===== src/rtl/mips_fetch_pkg.sv =====
// rtl/mips_fetch_pkg.sv - shared widths and FIFO entry type for the MIPS fetch stage
package mips_fetch_pkg;

   localparam int INSTR_W = 32;
   localparam int PC_W    = 32;
   localparam logic [PC_W-1:0] PC_INC = 32'd4;

   typedef struct packed {
      logic [PC_W-1:0]    pc;
      logic [INSTR_W-1:0] instr;
   } fetch_entry_t;

   function automatic logic [PC_W-1:0] word_align(input logic [PC_W-1:0] a);
      return {a[PC_W-1:2], 2'b00};
   endfunction

endpackage


===== src/rtl/mips_fetch_if.sv =====
// rtl/mips_fetch_if.sv - fetch stage bus: instruction memory port, core handshake, redirect
interface mips_fetch_if;
   import mips_fetch_pkg::*;

   logic               imem_req;
   logic [PC_W-1:0]    imem_addr;
   logic [INSTR_W-1:0] imem_rdata;
   logic               instr_valid;
   logic               instr_ready;
   logic [INSTR_W-1:0] instr;
   logic [PC_W-1:0]    instr_pc;
   logic [PC_W-1:0]    instr_pcplus4;
   logic               redirect;
   logic [PC_W-1:0]    redirect_pc;

   modport master (
      output imem_req, imem_addr, instr_valid, instr, instr_pc, instr_pcplus4,
      input  imem_rdata, instr_ready, redirect, redirect_pc
   );

   modport slave (
      input  imem_req, imem_addr, instr_valid, instr, instr_pc, instr_pcplus4,
      output imem_rdata, instr_ready, redirect, redirect_pc
   );

endinterface


===== src/rtl/mips_fetch_fifo.sv =====
// rtl/mips_fetch_fifo.sv - synchronous FIFO of {pc, instr} entries with flush
module fetch_fifo
   import mips_fetch_pkg::*;
#(
   parameter  int DEPTH = 4,
   localparam int AW    = $clog2(DEPTH),
   localparam int CW    = AW + 1
) (
   input  logic         clk,
   input  logic         reset,
   input  logic         i_flush,
   input  logic         i_push,
   input  fetch_entry_t i_push_data,
   input  logic         i_pop,
   output fetch_entry_t o_head,
   output logic [CW-1:0] o_count,
   output logic         o_full,
   output logic         o_empty
);

   fetch_entry_t  r_mem [DEPTH];
   logic [AW-1:0] r_wr_ptr;
   logic [AW-1:0] r_rd_ptr;
   logic [CW-1:0] r_count;
   logic          w_push;
   logic          w_pop;

   // Guarded so a misbehaving producer cannot corrupt live entries.
   assign w_push = i_push && !o_full;
   assign w_pop  = i_pop && !o_empty;

   always_ff @(posedge clk) begin
      if (reset || i_flush) begin
         r_wr_ptr <= '0;
         r_rd_ptr <= '0;
         r_count  <= '0;
      end else begin
         if (w_push) r_wr_ptr <= r_wr_ptr + 1'b1;
         if (w_pop)  r_rd_ptr <= r_rd_ptr + 1'b1;
         if (w_push && !w_pop)
            r_count <= r_count + 1'b1;
         else if (w_pop && !w_push)
            r_count <= r_count - 1'b1;
      end
   end

   always_ff @(posedge clk) begin
      if (!reset && !i_flush && w_push)
         r_mem[r_wr_ptr] <= i_push_data;
   end

   assign o_head  = r_mem[r_rd_ptr];
   assign o_count = r_count;
   assign o_full  = (r_count == CW'(DEPTH));
   assign o_empty = (r_count == '0);

   a_no_overflow: assert property (@(posedge clk) disable iff (reset)
      !(i_push && !i_flush && o_full));

endmodule


===== src/rtl/mips_fetch_unit.sv =====
// rtl/mips_fetch_unit.sv - sequential instruction fetch with credit-based issue and redirect flush
module mips_fetch_unit
   import mips_fetch_pkg::*;
#(
   parameter  int              DEPTH    = 4,
   parameter  logic [PC_W-1:0] RESET_PC = 32'h0000_0000,
   localparam int              CW       = $clog2(DEPTH) + 1
) (
   input  logic         clk,
   input  logic         reset,
   mips_fetch_if.master bus
);

   logic [PC_W-1:0] r_fpc;
   logic [PC_W-1:0] r_inflight_pc;
   logic            r_inflight;

   logic [CW-1:0]   w_count;
   logic [CW:0]     w_credit;
   logic            w_full;
   logic            w_empty;
   logic            w_issue;
   logic            w_push;
   logic            w_pop;
   fetch_entry_t    w_push_data;
   fetch_entry_t    w_head;

   // Credits count the in-flight word as occupied; a same-cycle pop is deliberately not credited.
   assign w_credit    = {1'b0, w_count} + {{CW{1'b0}}, r_inflight};
   assign w_issue     = !reset && !bus.redirect && (w_credit < (CW+1)'(DEPTH));
   assign w_push      = r_inflight;
   assign w_pop       = bus.instr_valid && bus.instr_ready;
   assign w_push_data = '{pc: r_inflight_pc, instr: bus.imem_rdata};

   fetch_fifo #(.DEPTH(DEPTH)) u_fifo (
      .clk         (clk),
      .reset       (reset),
      .i_flush     (bus.redirect),
      .i_push      (w_push),
      .i_push_data (w_push_data),
      .i_pop       (w_pop),
      .o_head      (w_head),
      .o_count     (w_count),
      .o_full      (w_full),
      .o_empty     (w_empty)
   );

   always_ff @(posedge clk) begin
      if (reset) begin
         r_fpc         <= RESET_PC;
         r_inflight    <= 1'b0;
         r_inflight_pc <= RESET_PC;
      end else if (bus.redirect) begin
         r_fpc      <= word_align(bus.redirect_pc);
         r_inflight <= 1'b0;
      end else begin
         r_inflight <= w_issue;
         if (w_issue) begin
            r_fpc         <= r_fpc + PC_INC;
            r_inflight_pc <= r_fpc;
         end
      end
   end

   assign bus.imem_req      = w_issue;
   assign bus.imem_addr     = r_fpc;
   assign bus.instr_valid   = !w_empty && !reset;
   assign bus.instr         = w_head.instr;
   assign bus.instr_pc      = w_head.pc;
   assign bus.instr_pcplus4 = w_head.pc + PC_INC;

   a_push_has_room: assert property (@(posedge clk) disable iff (reset)
      (w_push && !bus.redirect) |-> !w_full);

endmodule


===== src/flat_wrapper.sv =====
// flat-port wrapper written by rule: the top's interface ports become plain ports
module mips_fetch_unit_flat import mips_fetch_pkg::*;
#(
   parameter  int              DEPTH    = 4,
   parameter  logic [PC_W-1:0] RESET_PC = 32'h0000_0000,
   localparam int              CW       = $clog2(DEPTH) + 1
)
  (clk, reset, bus_imem_req, bus_imem_addr, bus_instr_valid, bus_instr, bus_instr_pc, bus_instr_pcplus4, bus_imem_rdata, bus_instr_ready, bus_redirect, bus_redirect_pc);
  mips_fetch_if bus_i ();
  input  logic clk;
  input  logic reset;
  output wire logic [$bits(bus_i.imem_req)-1:0] bus_imem_req;
  output wire logic [$bits(bus_i.imem_addr)-1:0] bus_imem_addr;
  output wire logic [$bits(bus_i.instr_valid)-1:0] bus_instr_valid;
  output wire logic [$bits(bus_i.instr)-1:0] bus_instr;
  output wire logic [$bits(bus_i.instr_pc)-1:0] bus_instr_pc;
  output wire logic [$bits(bus_i.instr_pcplus4)-1:0] bus_instr_pcplus4;
  input wire logic [$bits(bus_i.imem_rdata)-1:0] bus_imem_rdata;
  input wire logic [$bits(bus_i.instr_ready)-1:0] bus_instr_ready;
  input wire logic [$bits(bus_i.redirect)-1:0] bus_redirect;
  input wire logic [$bits(bus_i.redirect_pc)-1:0] bus_redirect_pc;
  assign bus_imem_req = bus_i.imem_req;
  assign bus_imem_addr = bus_i.imem_addr;
  assign bus_instr_valid = bus_i.instr_valid;
  assign bus_instr = bus_i.instr;
  assign bus_instr_pc = bus_i.instr_pc;
  assign bus_instr_pcplus4 = bus_i.instr_pcplus4;
  assign bus_i.imem_rdata = bus_imem_rdata;
  assign bus_i.instr_ready = bus_instr_ready;
  assign bus_i.redirect = bus_redirect;
  assign bus_i.redirect_pc = bus_redirect_pc;
  mips_fetch_unit #(.DEPTH(DEPTH), .RESET_PC(RESET_PC)) u_core (.clk(clk), .reset(reset), .bus(bus_i));
endmodule

===== config.mk =====
export PLATFORM = sky130hd
export DESIGN_NAME = mips_fetch_unit_flat
export DESIGN_NICKNAME = d
export VERILOG_FILES = /design/src/rtl/mips_fetch_pkg.sv /design/src/rtl/mips_fetch_if.sv /design/src/rtl/mips_fetch_fifo.sv /design/src/rtl/mips_fetch_unit.sv /design/src/flat_wrapper.sv
export SDC_FILE = /design/constraint.sdc
export NUM_CORES = 1
export LEC_CHECK = 0
export BUFFER_PORTS_ARGS = -buffer_cell sky130_fd_sc_hd__buf_4
export CORE_MARGIN = 2
export CORE_UTILIZATION = 59
export CTS_BUF_LIST = sky130_fd_sc_hd__clkbuf_2
export CTS_CLUSTER_SIZE = 20
export DETAILED_ROUTE_END_ITERATION = 8
export GPL_TIMING_DRIVEN = 0
export PLACE_DENSITY = 0.82
export REMOVE_ABC_BUFFERS = 1
export SETUP_SLACK_MARGIN = 0.15
export SYNTH_ARGS = -nofsm -noshare
export SYNTH_HDL_FRONTEND = slang
export SYNTH_HIERARCHICAL = 1
export SYNTH_SLANG_ARGS = --single-unit

===== constraint.sdc =====
create_clock -name clk -period 3.8 [get_ports clk]
set_clock_uncertainty 0.15 [all_clocks]
set_input_delay 0.19 -clock clk [delete_from_list [all_inputs] [get_ports clk]]
set_output_delay 0.19 -clock clk [all_outputs]
set_load 0.005 [all_outputs]

==> results of run 1 <==
-- flip-flops by register name (all words and copies together) (netlist names), named ones only --
name and cells:
u_core/r_inflight 1, u_core/u_fifo/r_mem 256, u_core/bus.imem_addr 30, u_core/u_fifo/r_rd_ptr 2, u_core/u_fifo/r_wr_ptr 2, u_core/u_fifo/o_count 3, u_core/r_inflight_pc 30
-- per-layer routing --
layer  vias to the layer above  track usage (%)
li1                       3997                -
met1                      4356             33.4
met2                       440             47.1
met3                        57             5.75
met4                         0             10.0
met5                         -                0
-- through the flow --
step                      cells  utilization, %
after floorplan             780               -
after global placement     1253            67.3
after detailed placement   1259            68.2
after CTS                  1565            79.4
after global routing       1572            79.7
final                      1572            79.7
-- where the power goes --
group / internal [uW] / total [uW] / switching [uW]
clock: 868 / 2190 / 1320
combinational: 254 / 436 / 181
sequential: 3870 / 3930 / 60.6
-- worst paths after layout --
path / from / endpoint / slack [ns] / depth (start not counted)
min: reset / u_core/r_inflight_pc[5] / 0.34 / 3
max: register / bus_instr_pcplus4[26] / 0.34 / 9
min reg2reg: u_core/r_inflight_pc[30] / u_core/u_fifo/r_mem[2][62] / 0.35 / 0
max reg2reg: u_core/u_fifo/o_count[0] / u_core/bus.imem_addr[10] / 0.38 / 7
-- area by class of cell --
| class | instances | area (um^2) |
|---|---|---|
| clock buffer | 126 | 631 |
| fill | 1193 | 4400 |
| sequential | 326 | 9100 |
| tap | 280 | 350 |
| multi-input combinational | 441 | 3720 |
| clock inverter | 17 | 66.3 |
| inverter | 13 | 53.8 |
| timing repair buffer | 368 | 3370 |
| antenna | 1 | 2.50 |
-- repair_timing --
action                                  in CTS  in global routing
resized for setup                            5                  3
hold buffers                               156                  0
pin swaps                                    2                  1
buffers inserted                             5                  5
cloned                                       2                  1
endpoints found under the hold margin      197                  0
endpoints found under the setup margin      25                 14
-- critical path, stage by stage, from the launching register on --
cell and delay, ns:
dfxtp_4 0.39, buf_16 0.17, mux4_2 0.43, ha_2 0.27, nand3_2 0.19, nor3_4 0.27, buf_12 0.16, and3_1 0.17
xor2_1 0.14, buf_4 0.12
==> impl_metrics.env, run 1 <==
export IMPL_initial_core_util_pct=59.8
export IMPL_post_layout_inst_area_mm2=0.0173
export IMPL_timing_slew_headroom_pct=5.75
export IMPL_gpl_final_weighted_congestion=0.834
export IMPL_synth_warning_count=6
export IMPL_layout_drive_gt1_share_pct=33.5
export IMPL_final_setup_viol_count=0
export IMPL_crit_arrival_ns=3.12
export IMPL_grt_antenna_before_repair=1
export IMPL_cts_sink_count=326
export IMPL_clk_pin_slew_ns=0.11
export IMPL_nets=1306
export IMPL_io_buffer_count=193
export IMPL_grt_start_max_net_pins=65
export IMPL_cp_start_kind="register"
export IMPL_first_global_vias=9115
export IMPL_chipHeight_um=152
export IMPL_routed_length_on_met1_mm=12.1
export IMPL_final_hold_viol_count=0
export IMPL_period_minus_slack_ns=3.46
export IMPL_layout_cells_most_common="edfxtp_1"
export IMPL_cts_buffer_depth=3
export IMPL_most_common_layout_cells="edfxtp_1, buf_4, dlygate4sd3_1"
export IMPL_maxCapViolations=0
export IMPL_first_pass_iters=5
export IMPL_detailed_place_hpwl_mm=16.8
export IMPL_postSynthAreaPerCell_um2=15.9
export IMPL_worst_hold_path_type="primary input to register"
export IMPL_dp_worst_setup_slack_ns=-0.169
export IMPL_grt_setup_unrepaired="false"
export IMPL_route_met3_wl_mm=2.25
export IMPL_worst_slack_ns=0.340
export IMPL_detail_route_iter0_violations=640
export IMPL_cts_root_buf="clkbuf_2"
export IMPL_cp_data_required_time_ns=3.46
export IMPL_tritoncts="done"
export IMPL_max_vdd_ir_drop_uv=214
export IMPL_final_min_period_over_clock_period_pct=91.0
export IMPL_top_layer_used="met4"
export IMPL_worstPathMaxFanout=11
export IMPL_placed_cell_area_mm2=0.0148
export IMPL_top_level_ports=198
export IMPL_maxSlewViolCount=0
export IMPL_fin_tns_setup_ns=0
export IMPL_global_route_wire_length_before_repair_mm=48.5
export IMPL_post_synth_inst_count=814
export IMPL_numCtsBuffers=80
export IMPL_die_area_mm2=0.0232
export IMPL_hold_worst_slack_ns=0.340
export IMPL_h_tree_depth=3
export IMPL_p_leak_uw=0.00640
export IMPL_die_width_um=152
export IMPL_design_core_area_mm2=0.0217
export IMPL_detailroute_via_count=8850
export IMPL_post_route_drc_count=0
export IMPL_flow_area_growth_from_synthesis_pct=33.2
export IMPL_met2RoutedLength_mm=16.5
export IMPL_max_clock_freq_mhz=289
export IMPL_gr_total_overflow=0
export IMPL_routed_wl_mm=31.6
export IMPL_sum_of_internal_switching_and_leakage_power_uw=6560
export IMPL_outcome="finished clean"
export IMPL_detail_route_antenna_nets=0
export IMPL_track_usage_pct=26.9
export IMPL_clk_latency_ns=0.81
export IMPL_synth_area_mm2=0.0130
export IMPL_total_power_density_per_cell_area_mw_per_mm2=379
export IMPL_max_slew_worst_pin_slew_ns=1.41
export IMPL_path_class="register to output pin"
export IMPL_wl_per_cell_um=20.1
export IMPL_endpoint_kind="output pin"
export IMPL_vias_per_cell=5.63
export IMPL_rows=54
Power figures use the tool's default switching activity.
==> inputs of run 2 (changes only) <==
--- a/config.mk
+++ b/config.mk
@@ -17,5 +17,4 @@
 export SETUP_SLACK_MARGIN = 0.15
 export SYNTH_ARGS = -nofsm -noshare
 export SYNTH_HDL_FRONTEND = slang
-export SYNTH_HIERARCHICAL = 1
 export SYNTH_SLANG_ARGS = --single-unit
==> constraint.sdc (replaced) <==
create_clock -name clk -period 3.6 [get_ports clk]
set_clock_uncertainty 0.15 [all_clocks]
set_input_delay 0.18 -clock clk [delete_from_list [all_inputs] [get_ports clk]]
set_output_delay 0.18 -clock clk [all_outputs]
set_load 0.005 [all_outputs]
==> run 2 against run 1 <==
Compared with the run above:
- sequential share of layout area shrank 1.9 points
- critical path depth is the same
- core utilization grew 1.0 points
- register-to-register slack lost 0.08 ns
- area after synthesis shrank 0.65%
- final cell count grew 2.4%
- worst hold slack lost 0.082 ns
- clock power grew 5%
==> impl_metrics.env, run 2 <==
export IMPL_grt_antenna_before_repair=1
export IMPL_gr_total_overflow=0
export IMPL_chipHeight_um=152
export IMPL_largest_reg_flops=248
export IMPL_cts_sink_count=318
export IMPL_tritoncts="done"
export IMPL_h_tree_depth=3
export IMPL_period_minus_slack_ns=3.46
export IMPL_routed_wl_mm=34.3
export IMPL_track_usage_pct=28.9
export IMPL_gpl_final_weighted_congestion=0.834
export IMPL_share_of_the_synthesized_netlist_area_taken_by_xor_and_xnor_gates_pct=2.24
export IMPL_ys_async_sr_fraction_pct=0
export IMPL_die_width_um=152
export IMPL_synth_warning_count=0
export IMPL_main_combinational_cell_family_by_area_after_synthesis="multiplexers"
export IMPL_final_hold_viol_count=0
export IMPL_clk_pin_slew_ns=0.10
export IMPL_yosys_area_share_simple_pct=8.61
export IMPL_cp_start_kind="register"
export IMPL_synth_largest_area_cell="edfxtp_1"
export IMPL_worstPathBufferInverterCount=4
export IMPL_max_clock_freq_mhz=289
export IMPL_compound_cell_area_share_of_the_yosys_netlist_pct=5.20
export IMPL_grt_start_max_net_pins=60
export IMPL_detail_route_antenna_nets=0
export IMPL_yosysUniqueCellTypes=48
export IMPL_first_pass_iters=6
export IMPL_synth_area_top_cells="edfxtp_1, dfxtp_1, mux4_2"
export IMPL_postLayoutCoreUtil_pct=80.8
export IMPL_design_core_area_mm2=0.0216
export IMPL_worst_hold_path_type="primary input to register"
export IMPL_cts_buffer_depth=3
export IMPL_grt_setup_unrepaired="true"
export IMPL_dominantRegCellSynth="edfxtp_1"
export IMPL_worst_path_max_delay_cell="or3b_4"
export IMPL_nets=1347
export IMPL_layout_cells_most_common="edfxtp_1"
export IMPL_flow_area_growth_from_synthesis_pct=35.4
export IMPL_synthMuxAreaShare_pct=11.6
export IMPL_synthMostInstantiatedCell="edfxtp_1"
export IMPL_synthTopCellsByCount="edfxtp_1, nand2_1, dfxtp_1, mux4_2, a21oi_1"
export IMPL_initial_core_util_pct=59.6
export IMPL_die_area_mm2=0.0231
export IMPL_path_class="register to output pin"
export IMPL_endpoint_kind="output pin"
export IMPL_top_level_ports=198
export IMPL_cp_data_required_time_ns=3.27
export IMPL_post_route_drc_count=0
export IMPL_post_synth_inst_count=850
export IMPL_outcome="finished clean"
export IMPL_clk_latency_ns=0.85
export IMPL_synthDominantCellAreaShare_pct=57.8
export IMPL_max_slew_worst_pin_slew_ns=1.08
export IMPL_worstPathMaxFanout=4
export IMPL_maxSlewViolCount=0
export IMPL_wl_per_cell_um=21.3
export IMPL_maxCapViolations=0
export IMPL_vias_per_cell=5.84
export IMPL_final_setup_viol_count=0
export IMPL_timing_slew_headroom_pct=28.0
export IMPL_timing_critical_path_slowest_cell_delay_ns=0.43
export IMPL_max_vdd_ir_drop_uv=232
export IMPL_postSynthAreaPerCell_um2=15.2
export IMPL_crit_arrival_ns=3.13
export IMPL_rows=54
export IMPL_global_route_wire_length_before_repair_mm=52.3
export IMPL_critical_path_top_delay_family="simple AND/OR/NAND/NOR gates"
export IMPL_io_buffer_count=189
export IMPL_ys_seq_elements=318
export IMPL_detailed_place_hpwl_mm=16.5
export IMPL_detailroute_via_count=9396
export IMPL_numCtsBuffers=74
export IMPL_p_leak_uw=0.00659
export IMPL_synth_yosys_seq_area_share_pct=68.6
export IMPL_synthAdderAreaFrac_pct=0.834
export IMPL_sum_of_internal_switching_and_leakage_power_uw=6840
export IMPL_detail_route_iter0_violations=770
export IMPL_first_global_vias=9701
export IMPL_critical_path_cell_chain="buf_6 > buf_16 > mux4_2 > and3_4 > buf_12 > or3b_4 > nor4b_4 > xor2_1 > buf_4"
export IMPL_total_power_density_per_cell_area_mw_per_mm2=392
export IMPL_most_common_layout_cells="edfxtp_1, buf_4, dlygate4sd3_1"
export IMPL_number_of_enable_type_register_cells_in_the_synthesized_netlist=248
export IMPL_top_register="u_core.u_fifo.r_mem"
export IMPL_layout_drive_gt1_share_pct=34.5
export IMPL_cts_root_buf="clkbuf_2"
export IMPL_synth_area_mm2=0.0129
export IMPL_final_min_period_over_clock_period_pct=96.1
## run 2: changes by cell type in the layout (fill, tap and decap cells not counted), sizes merged, moves of 8 or more
cell	delta
a211oi	-12
a31oi	+23
buf	+32
clkbuf	-18
clkinv	+9
edfxtp	-8
nand3	-10
o21ai	+20
xnor2	-23
## run 2: cell type report
type                       count  area (um^2)
antenna                        1         2.50
inverter                      17         67.6
timing repair inverter         2         10.0
timing repair buffer         395         3610
sequential                   318         8860
fill                        1147         4160
multi-input combinational    463         3900
tap                          280          350
clock buffer                 109          546
clock inverter                25          125
## run 2: path summary, 6_finish.rpt
check                          start                          to  slack [ns]  depth (start not counted)
max                         register       bus_instr_pcplus4[23]        0.14                          9
min                  bus_instr_ready   u_core.u_fifo.r_rd_ptr[0]        0.26                          5
max reg2reg  u_core.bus.imem_addr[3]    u_core.bus.imem_addr[30]        0.30                          7
min reg2reg  u_core.r_inflight_pc[8]  u_core.u_fifo.r_mem[2][40]        0.35                          0
## run 2: what timing repair did
action                                 4_1_cts  5_1_grt
gates cloned                                 3        1
hold buffers                               154        0
resized for setup                           40       16
endpoints found under the hold margin      197        0
buffers inserted                            33       12
setup endpoints to repair                   48       24
pin swaps                                   13       15
## run 2: metal layers
layer	GRT usage, %	share of wire [%]	up-vias
met3	5.50	6.6	98
met1	35.4	37	4617
met4	12.1	3.4	0
li1	-	-	4173
met5	0	0	-
met2	50.6	53	508
## run 2: stage by stage
step	instance area [um^2]	TNS [ns]	std cells	setup WS [ns]	hold WS (ns)
after global placement	14400	-398.67	1266	-2.71	0.231
final	17500	0	1610	0.140	0.258
after CTS	17300	0	1596	0.0256	0.0964
after floorplan	12600	-35.81	797	-1.19	0.0991
after detailed placement	14600	-14.83	1272	-0.680	0.235
after global routing	17500	-0.0165	1610	-0.0101	0.227
## run 2: worst reg2reg max path, stage by stage (launching register included)
cell           delay (ns)
dfxtp_1              0.47
ha_1                 0.27
nand3_1              0.16
nor3_1               0.66
nand3_1              0.23
or4_1                0.53
a31oi_1              0.22
dlygate4sd3_1        0.57
## run 2: power breakdown
group	internal, uW	switching [uW]
clock	883	1400
combinational	290	220
sequential	3980	60.8
total	5150	1690
## run 2: cells by family after synthesis
group                      after synthesis
other                                    1
xor gates and xnor gates                33
adders and majority gates                8
muxes                                   70
DFF                                    318
buffers and inverters                   75
AOI/OAI and AO/OA                      114
and+or+nand+nor                        231
